===== src/rtl/stream_mux_rr_pkg.sv =====
// Shared encodings for the stream_mux_rr slice: selection mode values.
package stream_mux_rr_pkg;

    typedef enum logic {
        MODE_ADDR = 1'b0,
        MODE_RR   = 1'b1
    } mux_mode_e;

endpackage


===== src/rtl/stream_mux_rr_arbiter.sv =====
// Round-robin arbiter: first requester after ptr, modulo CHANNELS.
// Latency: combinational, zero cycles.
// Backpressure: none; the caller gates the grant with its own load enable.
module rr_arbiter #(
    parameter int CHANNELS = 4,
    parameter int SELW     = 2
) (
    input  logic [CHANNELS-1:0] req,
    input  logic [SELW-1:0]     ptr,
    output logic                grant_valid,
    output logic [SELW-1:0]     grant
);

    logic [2*CHANNELS-1:0] dbl;
    logic [CHANNELS-1:0]   rot;
    int                    first;
    int                    idx;

    always_comb begin
        // After the shift, rot[k] is the request of channel (ptr+1+k) mod CHANNELS.
        dbl = {req, req} >> (int'(ptr) + 1);
        rot = dbl[CHANNELS-1:0];

        grant_valid = 1'b0;
        first       = 0;
        for (int k = CHANNELS - 1; k >= 0; k--) begin
            if (rot[k]) begin
                grant_valid = 1'b1;
                first       = k;
            end
        end

        idx = int'(ptr) + 1 + first;
        if (idx >= CHANNELS) begin
            idx = idx - CHANNELS;
        end
        grant = SELW'(idx);
    end

endmodule


===== src/rtl/stream_mux_rr.sv =====
// N-channel registered stream mux, addressed or round-robin selection.
// Latency: one cycle, sustaining one transfer per cycle.
// Backpressure: a held word stalls all inputs until the consumer accepts it.
module stream_mux_rr
    import stream_mux_rr_pkg::*;
#(
    parameter int WIDTH    = 8,
    parameter int CHANNELS = 4,
    parameter int SELW     = 2
) (
    input  logic                      clk,
    input  logic                      reset,
    input  logic [CHANNELS*WIDTH-1:0] in_data,
    input  logic [CHANNELS-1:0]       in_valid,
    output logic [CHANNELS-1:0]       in_ready,
    input  logic                      mode,
    input  logic [SELW-1:0]           address,
    output logic [WIDTH-1:0]          out_data,
    output logic                      out_valid,
    input  logic                      out_ready,
    output logic [SELW-1:0]           out_channel
);

    logic [SELW-1:0]  rr_ptr;
    logic             rr_valid;
    logic [SELW-1:0]  rr_grant;
    logic             addr_valid;
    logic             grant_valid;
    logic [SELW-1:0]  grant;
    logic             load_en;
    logic [WIDTH-1:0] grant_data;

    rr_arbiter #(
        .CHANNELS (CHANNELS),
        .SELW     (SELW)
    ) u_arb (
        .req         (in_valid),
        .ptr         (rr_ptr),
        .grant_valid (rr_valid),
        .grant       (rr_grant)
    );

    // Decoding the address against each real channel keeps out-of-range
    // addresses from ever granting or indexing past in_valid.
    always_comb begin
        addr_valid = 1'b0;
        for (int i = 0; i < CHANNELS; i++) begin
            if (address == SELW'(i) && in_valid[i]) begin
                addr_valid = 1'b1;
            end
        end
    end

    always_comb begin
        grant_valid = (mode == MODE_RR) ? rr_valid : addr_valid;
        grant       = (mode == MODE_RR) ? rr_grant : address;
        load_en     = !out_valid || out_ready;

        grant_data = '0;
        for (int i = 0; i < CHANNELS; i++) begin
            in_ready[i] = !reset && load_en && grant_valid && (grant == SELW'(i));
            if (grant == SELW'(i)) begin
                grant_data = in_data[i*WIDTH +: WIDTH];
            end
        end
    end

    always_ff @(posedge clk or posedge reset) begin
        if (reset) begin
            out_valid   <= 1'b0;
            out_data    <= '0;
            out_channel <= '0;
            rr_ptr      <= SELW'(CHANNELS - 1);
        end else if (load_en) begin
            if (grant_valid) begin
                out_valid   <= 1'b1;
                out_data    <= grant_data;
                out_channel <= grant;
                rr_ptr      <= grant;
            end else begin
                out_valid   <= 1'b0;
            end
        end
    end

endmodule

===== config.mk =====
export PLATFORM = sky130hd
export DESIGN_NAME = stream_mux_rr
export DESIGN_NICKNAME = d
export VERILOG_FILES = /design/src/rtl/stream_mux_rr_pkg.sv /design/src/rtl/stream_mux_rr_arbiter.sv /design/src/rtl/stream_mux_rr.sv
export SDC_FILE = /design/constraint.sdc
export NUM_CORES = 1
export LEC_CHECK = 0
export BUFFER_PORTS_ARGS = -buffer_cell sky130_fd_sc_hd__clkbuf_2
export CORE_UTILIZATION = 50
export DETAILED_ROUTE_END_ITERATION = 6
export PLACE_DENSITY = 0.8
export SLEW_MARGIN = 20
export SYNTH_ARGS = -nofsm -noshare
export SYNTH_HDL_FRONTEND = slang
export SYNTH_SLANG_ARGS = --single-unit

===== constraint.sdc =====
create_clock -name clk -period 3.4 [get_ports clk]
set_input_delay 0.34 -clock clk [delete_from_list [all_inputs] [get_ports clk]]
set_output_delay 0.34 -clock clk [all_outputs]
set_load 0.005 [all_outputs]

==> impl_metrics.json, run 1 <==
{
  "gp_congestion": 0.840,
  "place_area_um2": 1700,
  "numPortBuffers": 56,
  "fin_worst_hold_slack_ns": 0.100,
  "multi_input_area_um2": 1050,
  "antenna_found_initial": 0,
  "grt.overflow.total": 0,
  "p_leak_nw": 0.782,
  "path_class": "register to output pin",
  "clock.fmax_ghz": 0.309,
  "grt_pass1_vias": 1434,
  "power_switching_share_pct": 45.1,
  "worst_slack_ns": 0.163,
  "finalCriticalPeriod_ns": 3.24,
  "finClkSkew_ns": 0.00324,
  "combPwrFrac_pct": 58.3,
  "clockBufferDepth": 2,
  "seq_area_frac_synth_pct": 21.8,
  "ioPinCount": 57,
  "setup-violations-final": 0,
  "final_common_cell": "clkbuf_2",
  "period_share_pct": 95.2,
  "antenna_left": 0,
  "drt_iter0_drc": 94,
  "relSlewSlack_pct": 48.5,
  "syn_inst": 175,
  "ir_drop_v": 0.000268,
  "grt_first_pass_wirelength_mm": 6.68,
  "synth_nets": 218,
  "violations": "DRC",
  "postSynthAreaPerCell_um2": 8.60,
  "internal-power_uw": 488,
  "synth-simple-area-share_pct": 33.7,
  "wl_mm": 4.09,
  "syn_area_um2": 1510,
  "cp_max_fo": 10,
  "die_y_um": 56.9,
  "start_util_pct": 53.7,
  "clk_pin_slew_ns": 0.10,
  "worst_pin_slew_ns": 0.753,
  "crit_path_end_kind": "output pin",
  "drv_cap": 0,
  "finalPower_uw": 889,
  "syn2layout_area_growth_pct": 15.3,
  "insertion_delay_ns": 0.29,
  "required_ns": 3.06,
  "ff_latch_area_um2": 328,
  "fill_cells": 264,
  "final_nets": 264,
  "core_um2": 2810,
  "postCtsHoldBufs": 0,
  "dr.pass1.iters": 6,
  "route.detailed.drc": 4,
  "rsz0062_at_grt": "yes",
  "mostFrequentLayoutCells": "clkbuf_2, nand3_1, nand2_1",
  "dieArea_um2": 3230,
  "r2r-end": "out_data[5]",
  "fin_area_um2": 1740,
  "arrival_ns": 2.90,
  "r2r_cells": 9,
  "tns_ns": 0,
  "cts_max_level": 1,
  "p_switching_uw": 401,
  "grt_max_degree": 20,
  "ys_warn_count": 0,
  "synth-compound-area-share_pct": 26.1,
  "hp-class": "input pin to asynchronous set/reset pin",
  "synth_top_family_by_area": "simple AND/OR/NAND/NOR gates",
  "powerDensity_nw_per_um2": 512,
  "place_ws_ns": 0.261,
  "hpwl_mm": 3.04,
  "rows": 19,
  "synth.distinct_cells": 52,
  "timing.rr.start": "rr_ptr[0]",
  "slew_viol_final": 0,
  "dr_total_vias": 1571,
  "yosys.area_share.xor_xnor_pct": 0.582,
  "via_per_inst": 6.26,
  "hold_viol_final": 0,
  "pwr-share-seq_pct": 29.7,
  "grt_use_total_pct": 26.6,
  "cts_root_buf": "clkbuf_4",
  "cts_made_buffers": 3,
  "cts.sinks": 13,
  "ys_seq_elements": 13,
  "synth_mux_area_share_pct": 7.73,
  "status": "complete, but fails checks",
  "diodes": 0,
  "r2r_setup_slack_ns": 0.60,
  "clkPwrFrac_pct": 12.0,
  "dieWidth_um": 56.9,
  "layout-drive-gt1-share_pct": 42.7,
  "cp-start-kind": "register",
  "wl_per_cell_um": 16.3,
  "cts_tree": "done",
  "synth_fa_ha_area_share_pct": 0.831
}
## cells in the mapped netlist, drive strengths merged
master / number / area, um2
a2111oi: 8 / 70.1
a21boi: 1 / 7.51
a21oi: 5 / 25.0
a221oi: 8 / 76.3
a31o: 1 / 8.76
a41oi: 1 / 27.5
and2: 2 / 15.0
and2b: 11 / 96.3
and3: 8 / 58.8
and3b: 1 / 10.0
and4: 1 / 8.76
buf: 5 / 42.5
clkbuf: 7 / 58.8
clkdlybuf4s15: 1 / 10.0
dfrtp: 11 / 275
dfstp: 2 / 52.6
dlygate4sd1: 2 / 17.5
ha: 1 / 12.5
inv: 3 / 11.3
mux2i: 9 / 90.1
mux4: 1 / 26.3
nand2: 14 / 55.1
nand2b: 3 / 18.8
nand3: 25 / 130
nor2: 8 / 32.5
nor2b: 4 / 25.0
nor3: 2 / 10.0
nor3b: 2 / 15.0
nor4: 1 / 6.26
o211ai: 1 / 7.51
o21a: 1 / 7.51
o21ai: 10 / 65.1
o221ai: 1 / 8.76
o22ai: 1 / 6.26
o41a: 1 / 12.5
o41ai: 8 / 70.1
or2: 1 / 6.26
or3: 1 / 7.51
or4: 1 / 11.3
xor2: 1 / 8.76
## power by group through the flow
stage | Clock (mW) | Combinational (mW) | Sequential, mW
6_report | 0.106 | 0.519 | 0.264
5_1_grt | 0.116 | 0.578 | 0.272
4_1_cts | 0.106 | 0.509 | 0.263
3_5_place_dp | 0 | 0.507 | 0.266
3_3_place_gp | 0 | 0.496 | 0.264
2_1_floorplan | 0 | 0.391 | 0.249
## cell type report
type | instances | area share, %
multi-input combinational | 144 | 60.5
sequential | 13 | 18.9
timing repair buffer | 56 | 16.2
tap | 31 | 2.24
clock buffer | 3 | 1.30
inverter | 3 | 0.649
clock inverter | 1 | 0.288
## kinds of logic (layout without fill, tap and decap cells)
logic type / after synthesis / in the layout
simple gates: 85 / 85
compound gates: 47 / 47
flops: 13 / 13
buf+inv: 18 / 63
fa+ha+maj: 1 / 1
mux: 10 / 10
xor+xnor: 1 / 1
## stage by stage
step / instances / utilization [%]
after floorplan: 175 / -
after global placement: 247 / 60.4
after detailed placement: 247 / 60.4
after CTS: 251 / 61.4
after global routing: 251 / 61.9
final: 251 / 61.9
## worst max path at each step
stage | startpoint | endpoint | slack, ns | cells after the start
after global placement | in_valid[1] | in_ready[3] | 0.33 | 11
final | rr_ptr[0] | in_ready[3] | 0.16 | 10
after global routing | rr_ptr[0] | in_ready[3] | -0.06 | 10
after detailed placement | in_valid[1] | in_ready[3] | 0.26 | 11
after CTS | rr_ptr[0] | in_ready[3] | 0.07 | 10
after floorplan | rr_ptr[0] | in_ready[3] | 0.61 | 10
## worst max-delay path: stages, from the launching register on
cell,delay [ns]
dfstp_2,0.42
or3_2,0.46
o221ai_1,0.18
a21oi_1,0.06
ha_1,0.21
xor2_2,0.18
nor2_4,0.24
a41oi_4,0.22
and2_4,0.24
nor4_1,0.22
clkbuf_2,0.16
## routing by layer
layer	routed length [um]	track usage (%)
met5	0	0
met3	244	4.15
met4	71	7.32
met2	1990	43.5
met1	1780	36.3
## what timing repair did
| item | in CTS | in global routing |
|---|---|---|
| gates resized for setup | 0 | 2 |
| setup endpoints to repair | 0 | 4 |
| endpoints found under the hold margin | 0 | 0 |
| setup buffers | 0 | 0 |
## sequential cells by signal (all words and copies together) (netlist names)
name	count
out_channel	2
out_data	8
out_valid	1
rr_ptr	2
(Power assumes the default switching activity.)
==> run 2, diff against run 1 <==
--- a/config.mk
+++ b/config.mk
@@ -6,10 +6,11 @@
 export NUM_CORES = 1
 export LEC_CHECK = 0
 export BUFFER_PORTS_ARGS = -buffer_cell sky130_fd_sc_hd__clkbuf_2
-export CORE_UTILIZATION = 50
+export CORE_UTILIZATION = 44
 export DETAILED_ROUTE_END_ITERATION = 6
-export PLACE_DENSITY = 0.8
+export PLACE_DENSITY = 0.79
 export SLEW_MARGIN = 20
 export SYNTH_ARGS = -nofsm -noshare
 export SYNTH_HDL_FRONTEND = slang
+export SYNTH_HIERARCHICAL = 1
 export SYNTH_SLANG_ARGS = --single-unit
==> run 2 against run 1 <==
Against the previous run:
- power is 13% higher
- first-iteration DRC count fell by 86%
- sequential cell count stayed put
- via count shrank 45%
- the run now ends clean
- cell area fell by 24%
- hold slack worse by 0.025 ns
- cell count fell by 36%
- synthesized cell count shrank 57%
- sequential power is 10% higher
==> impl_metrics.json, run 2 <==
{
  "p_leak_nw": 0.658,
  "route.detailed.drc": 0,
  "grt_max_degree": 18,
  "ys_seq_elements": 13,
  "async_flop_share_pct": 100,
  "finalCriticalPeriod_ns": 3.16,
  "synth_area_leader_cell": "dfrtp_1",
  "layout-drive-gt1-share_pct": 63.6,
  "ir_drop_v": 0.000494,
  "post_cts_resized": 0,
  "cts_setup_buffers": 0,
  "wl_per_cell_um": 14.4,
  "hpwl_mm": 1.85,
  "slew_viol_final": 0,
  "antenna_found_initial": 0,
  "ioPinCount": 57,
  "dr.pass1.iters": 4,
  "period_share_pct": 93.0,
  "clockBufferDepth": 2,
  "place_ws_ns": 0.411,
  "start_util_pct": 46.7,
  "use_met3_pct": 4.24,
  "synth_edf_count": 0,
  "insertion_delay_ns": 0.29,
  "syn2layout_area_growth_pct": 29.9,
  "seq_area_frac_synth_pct": 32.1,
  "final_common_cell": "clkbuf_2",
  "syn_area_um2": 1020,
  "diodes": 0,
  "cts_max_level": 1,
  "setup-violations-final": 0,
  "cts_root_buf": "clkbuf_4",
  "grt_pass1_vias": 790,
  "hp-class": "input pin to asynchronous set/reset pin",
  "finClkSkew_ns": 0.00781,
  "hold_viol_final": 0,
  "final_core_util_pct": 60.6,
  "status": "finished, final reports clean",
  "synth_common_cells": "dfrtp_1, mux2_4, mux4_2",
  "grt.overflow.total": 0,
  "grt_use_met1_pct": 22.3,
  "grt.busiest_layer": "met2",
  "antenna_left": 0,
  "top_register": "out_data",
  "rows": 17,
  "gp_congestion": 0.791,
  "worst_slack_ns": 0.237,
  "cts_tree": "done",
  "synth_ff_type": "dfrtp_1",
  "syn_inst": 76,
  "path_class": "register to output pin",
  "synth_nets": 119,
  "tns_ns": 0,
  "drt_iter0_drc": 13,
  "crit_path_end_kind": "output pin",
  "crit_start": "rr_ptr[1]",
  "rsz0062_at_grt": "no",
  "use_met2_pct": 34.0,
  "cp-start-kind": "register",
  "synth_most_common_cell": "dfrtp_1",
  "arrival_ns": 2.82,
  "cts_made_buffers": 3,
  "die_y_um": 50.2,
  "largestRegisters": "out_data (8), out_channel (2), rr_ptr (2)",
  "powerDensity_nw_per_um2": 755,
  "clock.fmax_ghz": 0.316,
  "postCtsHoldBufs": 0,
  "wl_mm": 2.30,
  "grt_first_pass_wirelength_mm": 3.60,
  "cp_max_fo": 12,
  "dieArea_um2": 2520,
  "relSlewSlack_pct": 41.8,
  "synth_top_area_share_pct": 26.9,
  "grt_use_total_pct": 19.6,
  "dieWidth_um": 50.2,
  "clk_pin_slew_ns": 0.08,
  "required_ns": 3.06,
  "largest_reg_flops": 8,
  "mostFrequentLayoutCells": "clkbuf_2, dfrtp_1, mux2_4",
  "dr_total_vias": 858,
  "cts.sinks": 13,
  "ys_warn_count": 6,
  "worst_pin_slew_ns": 0.872,
  "timing.rr.start": "rr_ptr[1]",
  "core_um2": 2190,
  "synthTopCellsByArea": "dfrtp_1, mux4_2, mux2_4, mux2_2, dfstp_2",
  "numPortBuffers": 56,
  "postSynthAreaPerCell_um2": 13.5,
  "final_nets": 176,
  "synth.distinct_cells": 30,
  "via_per_inst": 5.36,
  "drv_cap": 0
}
==> run 2: cell count changes in the layout (fill, tap and decap cells not counted), sizes merged, moves of 8 or more <==
| cell | previous run | this run |
|---|---|---|
| mux4 | 1 | 9 |
| and2b | 11 | 1 |
| mux2 | 0 | 14 |
| and3 | 8 | 0 |
| a2111oi | 8 | 0 |
| nand2 | 14 | 3 |
| nand3 | 25 | 1 |
| o41ai | 8 | 0 |
| o21ai | 10 | 1 |
| a221oi | 8 | 0 |
==> run 2: power breakdown <==
| part | switching (mW) | internal (mW) | total, mW |
|---|---|---|---|
| clock network | 0.0530 | 0.0456 | 0.0986 |
| logic | 0.247 | 0.365 | 0.612 |
| registers | 0.0515 | 0.240 | 0.291 |
==> run 2: critical path: stages, from the launching register on <==
cell	delay [ns]
dfstp_2	0.59
nand2_1	0.09
a2bb2oi_1	0.20
o21ai_0	0.11
o21a_1	0.18
ha_1	0.19
xnor2_1	0.18
xnor2_1	0.16
xnor2_1	0.17
a21o_2	0.31
and4_1	0.23
clkbuf_2	0.11
==> run 2: layout make-up <==
cell class	count	area, um2
repair buffers	56	280
fillers	181	863
clock buffers	4	26.3
inverters	3	11.3
flip-flops and latches	13	328
well taps	28	35.0
multi-input cells	56	647
==> run 2: worst paths after layout <==
check	end	slack, ns	depth (start not counted)
worst min register to register	out_channel[0]	0.51	1
min in group clk	out_valid	0.34	3
worst min-delay path	out_data[2]	0.07	2
worst max register to register	out_data[3]	0.47	11
max in group asynchronous	out_data[5]	2.95	2
worst max-delay path	in_ready[2]	0.24	11
==> run 2: per-layer routing <==
layer,vias up,part of all wire (%)
li1,408,-
met1,417,40
met2,28,54
met3,5,4.6
met4,0,1.7
met5,-,0
==> run 2: cells by family (layout without fill, tap and decap cells) <==
logic type	after synthesis	after routing	share of synthesized area (%)
xor+xnor	3	3	2.57
flops	13	13	32.1
compound gates	9	9	6.98
simple gates	17	17	10.5
mux	26	26	41.9
buf+inv	7	63	4.77
fa+ha+maj	1	1	1.22
==> run 2: metrics by stage <==
| step | std cells | total power [mW] | hold WS (ns) | instance area [um2] |
|---|---|---|---|---|
| after floorplan | 76 | 0.762 | 0.236 | 1020 |
| after global placement | 156 | 0.875 | 0.395 | 1300 |
| after detailed placement | 156 | 0.904 | 0.395 | 1300 |
| after CTS | 160 | 1.01 | 0.0888 | 1330 |
| after global routing | 160 | 1.07 | 0.106 | 1330 |
| final | 160 | 1.00 | 0.0750 | 1330 |
